`config.mk`:
```
export PLATFORM = sky130hd
export DESIGN_NAME = mmio_state_writer
export DESIGN_NICKNAME = d
export VERILOG_FILES = /design/src/rtl/t03_mmio_pkg.sv /design/src/rtl/mmio_state_writer.sv
export SDC_FILE = /design/constraint.sdc
export NUM_CORES = 1
export LEC_CHECK = 0
export CORE_ASPECT_RATIO = 1.4
export CORE_MARGIN = 2
export CORE_UTILIZATION = 51
export CTS_BUF_LIST = sky130_fd_sc_hd__clkbuf_8
export CTS_CLUSTER_DIAMETER = 150
export DETAILED_ROUTE_END_ITERATION = 10
export GPL_TIMING_DRIVEN = 0
export PLACE_DENSITY = 0.79
export SLEW_MARGIN = 20
export SYNTH_ARGS = -nofsm -noshare
export SYNTH_HDL_FRONTEND = slang
export SYNTH_SLANG_ARGS = --single-unit
```
`constraint.sdc`:
```
create_clock -name clk -period 5.81 [get_ports clk]
set_input_delay 1.4525 -clock clk [delete_from_list [all_inputs] [get_ports clk]]
set_output_delay 1.4525 -clock clk [all_outputs]
set_load 0.05 [all_outputs]
```
`src/rtl/t03_mmio_pkg.sv`:
```
// t03_mmio_pkg: shared addresses, writer states and display-word packing for the game-state MMIO link
package t03_mmio_pkg;
   localparam logic [31:0] STATUS_ADDR = 32'hFF00_0004;
   localparam logic [31:0] POS_ADDR = 32'hFF00_0008;
   typedef enum logic [1:0] {IDLE, STATUS, POS} wstate_t;
   function automatic logic [31:0] pack_status(
      input logic [2:0] game_state,
      input logic [1:0] p1_state,
      input logic [1:0] p2_state,
      input logic [3:0] p1_health,
      input logic [3:0] p2_health,
      input logic p1_left,
      input logic p2_left
   );
      return {1'b0, game_state, p1_state, p2_state, p1_health, p2_health, 14'b0, p1_left, p2_left};
   endfunction
   function automatic logic [31:0] pack_pos(
      input logic [7:0] x1,
      input logic [7:0] y1,
      input logic [7:0] x2,
      input logic [7:0] y2
   );
      return {x1, y1, x2, y2};
   endfunction
endpackage

```
`src/rtl/mmio_state_writer.sv`:
```
// mmio_state_writer: snapshots game state and writes changed display words over the MMIO bus
module mmio_state_writer #(
   parameter logic [31:0] STATUS_ADDR = t03_mmio_pkg::STATUS_ADDR,
   parameter logic [31:0] POS_ADDR = t03_mmio_pkg::POS_ADDR,
   parameter int unsigned ACK_TIMEOUT = 255
) (
   input logic clk,
   input logic rst,
   input logic update,
   input logic [2:0] gameState,
   input logic [1:0] p1State,
   input logic [1:0] p2State,
   input logic [3:0] p1health,
   input logic [3:0] p2health,
   input logic [7:0] x1,
   input logic [7:0] y1,
   input logic [7:0] x2,
   input logic [7:0] y2,
   input logic p1Left,
   input logic p2Left,
   input logic ack,
   output logic [31:0] addr,
   output logic [31:0] data,
   output logic wen,
   output logic busy,
   output logic err
);
   import t03_mmio_pkg::wstate_t;
   import t03_mmio_pkg::IDLE;
   import t03_mmio_pkg::STATUS;
   import t03_mmio_pkg::POS;
   import t03_mmio_pkg::pack_status;
   import t03_mmio_pkg::pack_pos;
   wstate_t state_q, state_d;
   logic [31:0] stat_sh_q, stat_sh_d, pos_sh_q, pos_sh_d;
   logic [31:0] stat_last_q, stat_last_d, pos_last_q, pos_last_d;
   logic [31:0] cnt_q, cnt_d;
   logic pending_q, pending_d, first_q, first_d, err_q, err_d;
   logic wen_q, busy_q;
   logic exit_chk, snap;
   // next-state: ack/timeout handling, pending coalescing, and the snapshot decision shared by IDLE and the exit check
   always_comb begin
      state_d = state_q;
      stat_sh_d = stat_sh_q;
      pos_sh_d = pos_sh_q;
      stat_last_d = stat_last_q;
      pos_last_d = pos_last_q;
      pending_d = pending_q;
      first_d = first_q;
      err_d = err_q;
      cnt_d = cnt_q;
      exit_chk = 1'b0;
      snap = 1'b0;
      if (state_q == IDLE) begin
         snap = update;
      end else begin
         pending_d = pending_q | update;
         cnt_d = cnt_q + 32'd1;
         if (ack) begin
            cnt_d = '0;
            if (state_q == STATUS) begin
               stat_last_d = stat_sh_q;
               if (pos_sh_q != pos_last_q || first_q) state_d = POS;
               else exit_chk = 1'b1;
            end else begin
               pos_last_d = pos_sh_q;
               first_d = 1'b0;
               exit_chk = 1'b1;
            end
         end else if (ACK_TIMEOUT != 0 && cnt_d == ACK_TIMEOUT) begin
            err_d = 1'b1;
            cnt_d = '0;
            exit_chk = 1'b1;
         end
         if (exit_chk) begin
            state_d = IDLE;
            snap = pending_d;
            pending_d = 1'b0;
         end
      end
      if (snap) begin
         stat_sh_d = pack_status(gameState, p1State, p2State, p1health, p2health, p1Left, p2Left);
         pos_sh_d = pack_pos(x1, y1, x2, y2);
         cnt_d = '0;
         state_d = (stat_sh_d != stat_last_d || first_d) ? STATUS :
                   (pos_sh_d != pos_last_d) ? POS : IDLE;
      end
   end
   // state, shadows, last-written words and registered bus-request outputs; reset aborts any write at once
   always_ff @(posedge clk or posedge rst) begin
      if (rst) begin
         state_q <= IDLE;
         stat_sh_q <= '0;
         pos_sh_q <= '0;
         stat_last_q <= '0;
         pos_last_q <= '0;
         cnt_q <= '0;
         pending_q <= 1'b0;
         first_q <= 1'b1;
         err_q <= 1'b0;
         wen_q <= 1'b0;
         busy_q <= 1'b0;
      end else begin
         state_q <= state_d;
         stat_sh_q <= stat_sh_d;
         pos_sh_q <= pos_sh_d;
         stat_last_q <= stat_last_d;
         pos_last_q <= pos_last_d;
         cnt_q <= cnt_d;
         pending_q <= pending_d;
         first_q <= first_d;
         err_q <= err_d;
         wen_q <= state_d != IDLE;
         busy_q <= state_d != IDLE;
      end
   end
   // bus address/data decoded from registered state and shadows only
   always_comb begin
      addr = state_q == STATUS ? STATUS_ADDR : state_q == POS ? POS_ADDR : '0;
      data = state_q == STATUS ? stat_sh_q : state_q == POS ? pos_sh_q : '0;
   end
   assign wen = wen_q;
   assign busy = busy_q;
   assign err = err_q;
endmodule

```
# == Yosys cells after proc, flatten, opt, wreduce, memory -nomap -nowiden ==
# Cells that the tools add are included.
# op_classes
reduce_logical,5
eq_ne,7
bitwise,3
muxes,33
addsub,1
# op_table
operator,n
2-to-1 mux 32 bit,14
!= test 32 bit,2
"adder 32 x 1 -> 32 bit, second input constant",1
"equality test 32 x 8 -> 1 bit, second input constant",1
!= test 31 x 32 -> 1 bit,1
2-to-1 mux 2 bit,8
2-to-1 mux 1 bit,11
AND reduction 3 bit,1
"equality test 2 x 1 -> 1 bit, second input constant",1
"equality test 2 bit, second input constant",1
zero test 2 bit,1
logical OR 1 bit,2
"!= test 2 bit, second input constant",1
inverter 1 bit,2
nonzero test 2 bit,1
bitwise OR 1 bit,1
# word_totals
output_inout_bits,67
inputBits,53
regBits,151
word_cells,59

# == Logic depth before layout (Yosys ltp) ==
# Gate-level depths: netlist of run 1.
# logic_depth
word_depth,10
mapped_depth,15
depth_no_buf,11

# == Least setup slack after synthesis of run 1 ==
# OpenSTA, ideal clock, no wires.
# synth_path
path_kind,register to output
from,reg state_q[0]
to,out data[21]
setup_slack_ns,1.661
required_ns,4.358
stages_incl_launch_ff,7
path_buffers,2
arrival_time_ns,2.697
path_cell_list,dfrtp_1 -> inv_1 -> ha_1 -> clkbuf_1 -> clkbuf_1 -> nand2_1 -> o21ai_0
# synth_between
elab_chain_cells,3
elab_cells_between_ends,4
cone_classes,eq/ne: 2; mux: 2
# synth_lines
item,line,text
"start, declared",mmio_state_writer.sv:34,"wstate_t state_q, state_d;"
"start signal, assigned",mmio_state_writer.sv:104,state_q <= state_d;
equality test 2 bit,mmio_state_writer.sv:120,data = state_q == STATUS ? stat_sh_q : state_q == POS ? pos_sh_q : '0;
2-to-1 mux 32 bit,mmio_state_writer.sv:120,
2-to-1 mux 32 bit *,mmio_state_writer.sv:120,
"end, declared",mmio_state_writer.sv:23,"output logic [31:0] data,"
# Mark *: on every way between the ends. The rest lies on a longest branch, timed or not.

# == Final worst setup path of run 1 ==
# layout_path
from,in ack
to,"reg busy_q, in the netlist busy"
# layout_between
elab_chain_cells,7
elab_cells_between_ends,20
cone_classes,eq/ne: 2; mux: 16; reduce/logical: 2
# layout_lines
item,line,text
"start, declared",mmio_state_writer.sv:21,"input logic ack,"
2-to-1 mux 32 bit,mmio_state_writer.sv:59,if (ack) begin
2-to-1 mux 32 bit,mmio_state_writer.sv:54,if (state_q == IDLE) begin
named net pos_last_d[12],mmio_state_writer.sv:36,"logic [31:0] stat_last_q, stat_last_d, pos_last_q, pos_last_d;"
!= test 32 bit,mmio_state_writer.sv:86,(pos_sh_d != pos_last_d) ? POS : IDLE;
2-to-1 mux 2 bit,mmio_state_writer.sv:86,
2-to-1 mux 2 bit,mmio_state_writer.sv:85,state_d = (stat_sh_d != stat_last_d || first_d) ? STATUS :
2-to-1 mux 2 bit,mmio_state_writer.sv:81,if (snap) begin
named net state_d[1],mmio_state_writer.sv:34,
nonzero test 2 bit,mmio_state_writer.sv:114,busy_q <= state_d != IDLE;
"end signal, assigned",mmio_state_writer.sv:102,busy_q <= 1'b0;
"end signal, assigned",mmio_state_writer.sv:114,
"end, declared",mmio_state_writer.sv:39,"logic wen_q, busy_q;"
# The timed path passes the listed nets, and every way through them passes these cells. The select of a mux whose other input is x is not followed.
# A chain may end at the register's enable or synchronous reset.

==> out/results.txt, run 1 <==
For this design the top-level I/O count stands at 120. Relative to the synthesized area, the layout overhead comes to 20.7%. From left edge to right edge, the die measures 114 um. The overall routed net length is 23600 um. The tools report the post-CTS setup buffer count as 0.

The async set-or-reset flop fraction in the synthesized netlist was 1.00; the switching power was 2.40 mW. From bottom edge to top edge, the die measures 159 um. In the routed design, unresolved DRC markers number 0.

Once the clock tree was built, the resizer swapped 0 gates to a different size. Summed over all layers, the global routing overflow is 0. The fill cell instance count of the final layout is 1403, and the sum of net half-perimeters after detailed placement is 17200 um.

The logs give 916 for the post-synthesis cell count and 56 for the number of placement rows. The number of synthesized flops with an enable pin works out to 0. STA classifies the critical path startpoint as an input pin. The tightest min-delay check is of the flip-flop to flip-flop type. Traced cell by cell, the critical path runs through clkdlybuf4s50_1, or3b_1, buf_2, buf_2, mux2_2, xor2_1, nor4_1, nand4_1, nor4_1, o22ai_1, a21o_1, a221o_1. The internal portion of the total power is 3.01 mW. Subtracting the final worst setup slack from the clock period gives 4.82 ns. The cell type of the slowest stage on the worst timing path is sky130_fd_sc_hd__clkdlybuf4s50_1. The post-detailed-route count of antenna-violating nets came out at 0.

Switching power share of the total: 0.443. After synthesis the cells add up to 8700 um^2. The max-slew headroom at the worst pin is 0.506, and the routed via count divided by cell count is 5.73. In the post-synthesis netlist, the biggest area contributors are sky130_fd_sc_hd__dfrtp_1 43%, sky130_fd_sc_hd__mux2_2 7.0%, sky130_fd_sc_hd__nand2_1 6.2%.

Largest area contributor in the netlist: sky130_fd_sc_hd__dfrtp_1. The finished layout holds 1270 standard cells, fillers aside. The area of the placeable core was 16700 um^2.

The root buffer selected by CTS is sky130_fd_sc_hd__clkbuf_8. The run gives 0.333 as the part of the total power dissipated in sequential elements. Dividing the synthesized area by the synthesized cell count gives 9.49 um^2. The initial antenna violation count is 0, and the count of synthesis-stage warnings from yosys is 0. The final clock period utilization by the worst path came out at 0.830. By count the netlist is led by 150 x sky130_fd_sc_hd__dfrtp_1, 144 x sky130_fd_sc_hd__nand2_1, 66 x sky130_fd_sc_hd__o21ai_0, 55 x sky130_fd_sc_hd__xnor2_1, 54 x sky130_fd_sc_hd__mux2_2.

The fraction of synthesized cell area taken by the top area cell type works out to 0.432. Dividing the detail-routed wire length by the instance count gives 18.6 um. STA classifies the critical path endpoint as a flip-flop.

Across the routed clock network, the largest skew measured is 0.0162 ns. The critical path required time came out at 6.15 ns. The maximum fanout along the worst path is 10. The run gives 1112 as the total number of nets in the final design. For this run, the top clock speed supported by timing is 207 MHz. Including well taps, the total number of placed cells is 1238. The ratio of total power to cell area is 516 nW/um^2, and the largest vdd supply drop is 478 uV. The die covers 18100 um^2. The worst setup path is of the input pin to flip-flop kind. The run gives 2 as the buffer levels on the longest clock path. The most common cell in the synthesized netlist is sky130_fd_sc_hd__dfrtp_1.

The most used flip-flop cell after synthesis is sky130_fd_sc_hd__dfrtp_1. In this design, the largest share of critical-path delay is due to simple AND/OR/NAND/NOR gates. The number of max-cap violations was 0. The number of buffers created by CTS was 17; the final estimated routing congestion in global placement was 0.983. The H-tree was split into 4 levels.

The number of global-route vias before repair is 7149. The final-report hold violation count came out at 0. The share of final-layout standard cells stronger than drive strength 1 is 0.152. Entering global routing, the biggest net connects 78 pins. For the pin with the worst max-slew slack, the measured transition is 0.738 ns. TritonCTS built the clock tree. For the clock insertion delay at the later pin of the skew report, the log shows 0.46 ns. The number of buffers added on ports was 97; the first-pass GRT wire length was 37100 um. Setup repair after global routing left no endpoint under its margin.

The number of antenna diodes in the final layout is 0. Counting both buffers and inverters, the worst setup path holds a total of 3. STA puts the critical path data arrival time at 5.16 ns. For this run, the detailed router's first-pass iteration total came to 7.

The total design power was 5.42 mW; the total negative slack for setup checks was 0 ns. The tools report the starting density of the core as 0.519. Clock tree synthesis found a total of 151 sinks.

The part of the power in combinational logic is 0.494, and the number of setup violations in the final report is 0. The share of power burned in the clock network came out at 0.173. The flow ran to the end, and the final reports show no timing, DRC or antenna violations. The peak per-stage delay on the critical path came out at 0.68 ns. The tools report the total global routing track utilization as 0.266.

The total area of multi-input combinational cells is 4400 um^2, and the total area of sequential cells is 3780 um^2. After clock tree synthesis, the flow added hold-fix buffers numbering 0. The number of distinct library cell variants in the gate-level netlist after synthesis was 65; the clock transition at the registers of the reported paths was 0.08 ns.

After synthesis the netlist holds a flip-flop and latch count of 151. The tools report the sequential area share after synthesis as 0.435. Across all layers, the routed design uses 7277 vias. The final-report max-slew violation count was 0; the leakage power summed over all cells was 4.56 nW.

Number of DRC violations after detailed-routing iteration 0: 601.
## final timing paths
check / startpoint / end / slack, ns / depth (start not counted)
setup reg to reg: state_q[0] / busy / 1.79 / 14
max in group asynchronous: rst / first_q / 3.56 / 3
hold reg to reg: stat_last_q[10] / stat_last_q[10] / 0.50 / 1
min in group asynchronous: rst / busy / 1.46 / 2
hold / removal: stat_last_q[10] / stat_last_q[10] / 0.50 / 1
setup / recovery: ack / busy / 0.99 / 12
## cells by family after synthesis
| family | synth area share |
|---|---|
| AOI/OAI and AO/OA | 0.122 |
| xor gates and xnor gates | 0.0987 |
| adders and majority gates | 0.00719 |
| buffers and inverters | 0.0692 |
| DFF | 0.435 |
| muxes | 0.0906 |
| other | 0.000431 |
| and+or+nand+nor | 0.177 |
## layout by cell type, fill, tap and decap left out, types with 6 or more instances in the layout
cell,Yosys,final
sky130_fd_sc_hd__mux2i_1,6,6
sky130_fd_sc_hd__nor4_1,16,16
sky130_fd_sc_hd__dfrtp_1,150,150
sky130_fd_sc_hd__o31ai_1,12,12
sky130_fd_sc_hd__clkdlybuf4s50_1,0,97
sky130_fd_sc_hd__nor2b_1,7,7
sky130_fd_sc_hd__a21oi_1,20,20
sky130_fd_sc_hd__conb_1,1,22
sky130_fd_sc_hd__and2_1,33,33
sky130_fd_sc_hd__nand3_1,22,22
sky130_fd_sc_hd__o22ai_1,6,6
sky130_fd_sc_hd__xnor2_1,55,55
sky130_fd_sc_hd__and3_1,8,8
sky130_fd_sc_hd__nor3_1,18,18
sky130_fd_sc_hd__a31oi_1,9,9
sky130_fd_sc_hd__a221oi_1,7,7
sky130_fd_sc_hd__nand2_1,144,144
sky130_fd_sc_hd__mux2_4,8,8
sky130_fd_sc_hd__o21ai_0,66,66
sky130_fd_sc_hd__inv_1,37,36
sky130_fd_sc_hd__buf_2,19,19
sky130_fd_sc_hd__clkbuf_8,0,20
sky130_fd_sc_hd__nor2_1,20,20
sky130_fd_sc_hd__mux2_2,54,54
sky130_fd_sc_hd__nand4_1,24,24
sky130_fd_sc_hd__clkbuf_1,29,29
sky130_fd_sc_hd__xor2_1,43,43
sky130_fd_sc_hd__buf_4,31,31
## state kept, by name (all words and copies together), names as in the netlist
| register | count |
|---|---|
| busy | 1 |
| stat_sh_q | 17 |
| err | 1 |
| stat_last_q | 32 |
| pending_q | 1 |
| first_q | 1 |
| state_q | 2 |
| pos_sh_q | 32 |
| pos_last_q | 32 |
| cnt_q | 32 |
## layer usage
metal  share of wire  vias up  track usage
li1                -     3406            -
met1            0.39     3522        0.319
met2            0.52      283        0.467
met3           0.050       66       0.0377
met4           0.041        0        0.131
met5               0        -            0
## layout make-up
type	count	area share
multi-input combinational	667	0.419
sequential	151	0.360
timing repair buffer	98	0.0951
buffer	82	0.0441
clock buffer	20	0.0262
tap	203	0.0242
clock inverter	12	0.0175
inverter	37	0.0139
## stage by stage
| step | setup slack [ns] | area (um^2) | utilization | hold slack [ns] |
|---|---|---|---|---|
| final | 0.987 | 10500 | 0.627 | 0.497 |
| after global routing | 0.791 | 10500 | 0.627 | 0.513 |
| after CTS | 0.952 | 10500 | 0.627 | 0.496 |
| after detailed placement | 0.531 | 10000 | 0.600 | 0.466 |
| after global placement | -1.83 | 10000 | 0.597 | 0.461 |
| after floorplan | 0.294 | 8770 | - | 0.444 |
## power groups by stage
stage,logic (mW),registers (mW),clock network [mW]
floorplan,1.92,1.71,0
detailed placement,2.64,1.81,0
CTS,2.66,1.79,0.947
global placement,2.60,1.79,0
finish,2.68,1.80,0.936
global route,2.85,1.85,0.989
(Power assumes the default switching activity.)
==> run 2, diff against run 1 <==
--- a/config.mk
+++ b/config.mk
@@ -12,7 +12,7 @@
 export CTS_CLUSTER_DIAMETER = 150
 export DETAILED_ROUTE_END_ITERATION = 10
 export GPL_TIMING_DRIVEN = 0
-export PLACE_DENSITY = 0.79
+export PLACE_DENSITY = 0.76
 export SLEW_MARGIN = 20
 export SYNTH_ARGS = -nofsm -noshare
 export SYNTH_HDL_FRONTEND = slang
==> constraint.sdc (replaced) <==
create_clock -name clk -period 4.8 [get_ports clk]
set_input_delay 1.2 -clock clk [delete_from_list [all_inputs] [get_ports clk]]
set_output_delay 1.2 -clock clk [all_outputs]
set_load 0.05 [all_outputs]
==> run 2 against run 1 <==
Largest cell class unchanged. Critical path depth stayed put. Global-route usage is 0.079 points higher. Sequential power is 21% higher. Cell count grew 0.24%. Sequential cell count unchanged. Design area shrank 0.54%. Count of clock-buffer cells in the layout shrank 3. Largest power group unchanged.
==> out/results.txt, run 2 (synthesis results as in run 1) <==
The tools report the total die area as 18100 um^2 (unchanged). On the critical path, the stage with the largest delay is an instance of sky130_fd_sc_hd__clkdlybuf4s50_1. The largest vdd supply drop is 569 uV (+19%), and the largest net degree at the start of global routing is 35 (-55%). The max-slew headroom at the worst pin is 0.506 (about the same), and the area of the placeable core is 16700 um^2 (unchanged). The total global routing track utilization was 0.267 (+0.000793). For the leakage power summed over all cells, the log shows 4.53 nW (-0.64%). The count of buffer and inverter cells on the critical path is 3 (unchanged). The tools report the critical path launch point type as an input pin.

The number of buffers added to fix hold violations after cts came out at 0 (unchanged). The number of buffers created by CTS is 17 (unchanged), and the sum of net half-perimeters after detailed placement is 17500 um (+1.8%). Dominant delay contributor by cell family on the critical path: simple AND/OR/NAND/NOR gates. The initial antenna violation count is 0 (unchanged). Walking the worst path, the cells encountered are clkdlybuf4s50_1, or3b_1, buf_2, buf_2, mux2_2, xor2_1, nor4_1, nand4_1, nor4_1, o22ai_1, a21o_1, a221o_1. The type of the worst min-delay path is flip-flop to flip-flop. The die span in y came out at 159 um (unchanged). Derived from the worst setup path, the maximum achievable clock frequency is 218 MHz. The logs give 0 (unchanged) for the post-CTS setup buffer count and 0.954 (-3.0%) for the final estimated routing congestion in global placement. The routed via count was 7237 (-0.55%); the number of setup violations in the final report was 0 (unchanged). The worst hold slack was 0.489 ns (-0.00820 ns).

The critical path class was input pin to flip-flop. TritonCTS built the clock tree. The ratio of total power to cell area was 601 nW/um^2 (+17%); the routed via count divided by cell count was 5.68 (-0.78%). Setup repair after global routing left no endpoint under its margin. The final critical path time including I/O delays and setup was 4.59 ns. The clock insertion delay at the later pin of the skew report came out at 0.46 ns (about the same).

The number of resized instances in the post-cts repair step was 0 (unchanged). The run gives 1115 (+0.27%) as the total number of nets in the final design. The buffer levels on the longest clock path came out at 2 (unchanged). The run gives 1418 (+1.1%) as the fill cell instance count of the final layout.

Root buffer selected by CTS: sky130_fd_sc_hd__clkbuf_8. The horizontal die dimension is 114 um (unchanged), and the final antenna diode count is 0 (unchanged). The most common library cell in the layout ignoring fill and taps was sky130_fd_sc_hd__dfrtp_1. The share of final-layout standard cells stronger than drive strength 1 works out to 0.153 (+0.00144). For the final setup skew, the log shows 0.0143 ns (-0.00193 ns). The final cell utilization of the core is 0.624 (-0.00336), and the overall routed net length is 23300 um (-1.1%). The final-report hold violation count was 0 (unchanged); the CTS H-tree depth was 4 (unchanged). The number of buffers added on ports is 97 (unchanged).

Type of destination of the critical path: a flip-flop. For the global route total overflow, the log shows 0 (unchanged). In the layout the commonest cells are 150 x sky130_fd_sc_hd__dfrtp_1, 144 x sky130_fd_sc_hd__nand2_1, 97 x sky130_fd_sc_hd__clkdlybuf4s50_1.

The post-detailed-route count of antenna-violating nets came out at 0 (unchanged). The critical path required time was 5.15 ns (-1.00 ns). Worst endpoint data arrival time: 4.94 ns (-0.22 ns). The transition time at the pin with the least slew margin works out to 0.738 ns (+0.000569 ns). The number of DRC violations after detailed-routing iteration 0 was 585 (-2.7%); the final clock period utilization by the worst path was 0.957. The peak per-stage delay on the critical path is 0.69 ns (about the same), and the DRC violations left is 0 (unchanged). The tools report the number of placement rows as 56 (unchanged). Compared with the post-synthesis result, the final layout area differs by 20.1%. The maximum fanout along the worst path came out at 10 (unchanged). The starting density of the core was 0.519 (unchanged). The count of TritonRoute iterations in the first routing pass was 5 (-2). Number of max-cap violations: 0 (unchanged).

The run gives 120 (unchanged) as the number of top-level design ports. The run finished with clean final reports. The routed length per placed instance works out to 18.3 um (-1.3%). The run gives 36900 um (-0.58%) as the first-pass GRT wire length. The final-report max-slew violation count is 0 (unchanged), and the clock sink count is 151 (unchanged). The number of global-route vias before repair is 7121 (-0.39%), and the clock transition at the registers of the reported paths is 0.09 ns (about the same).
==> run 2: changes by cell type in the layout (fill, tap and decap cells not counted), sizes merged <==
cell	previous run	this run
buf	54	57
clkbuf	49	46
clkinv	1	4
inv	42	44
bufinv	4	0
clkinvlp	2	4
==> run 2: where the power goes <==
part           switching (mW)  internal [mW]
combinational            1.87           1.32
clock                   0.536          0.369
sequential              0.469           1.71
total                    2.88           3.40
==> run 2: worst paths after layout <==
check	end	slack, ns	start	depth (start not counted)
setup reg to reg	busy	0.78	state_q[0]	14
hold / removal	stat_last_q[12]	0.49	stat_last_q[12]	1
min in group asynchronous	cnt_q[1]	1.16	rst	2
setup / recovery	busy	0.21	ack	12
hold reg to reg	stat_last_q[12]	0.49	stat_last_q[12]	1
max in group asynchronous	stat_last_q[3]	2.58	rst	5
==> run 2: final cells by class <==
class | instances | area, um^2 | area share
buffer | 82 | 463 | 0.0443
clock buffer | 17 | 234 | 0.0224
clock inverter | 15 | 120 | 0.0115
inverter | 37 | 143 | 0.0137
multi-input combinational | 667 | 4400 | 0.421
sequential | 151 | 3780 | 0.362
tap | 203 | 254 | 0.0243
timing repair buffer | 101 | 1050 | 0.101
==> run 2: metrics by stage <==
step	cell area, um^2	setup TNS [ns]	power (mW)	std cells	setup WS (ns)
finish	10400	0	6.28	1273	0.206
global route	10400	0	6.63	1273	0.0631
CTS	10400	0	6.28	1273	0.224
detailed placement	10100	-0.247	5.38	1241	-0.247
global placement	10000	-0.479	5.30	1237	-0.382
floorplan	8780	0	4.39	937	0.903
==> run 2: routing by layer <==
| layer | global-route usage | wire (um) | up-vias |
|---|---|---|---|
| li1 | - | - | 3416 |
| met1 | 0.311 | 9270 | 3518 |
| met2 | 0.486 | 12200 | 239 |
| met3 | 0.0316 | 934 | 64 |
| met4 | 0.124 | 923 | 0 |
| met5 | 0 | 0 | - |
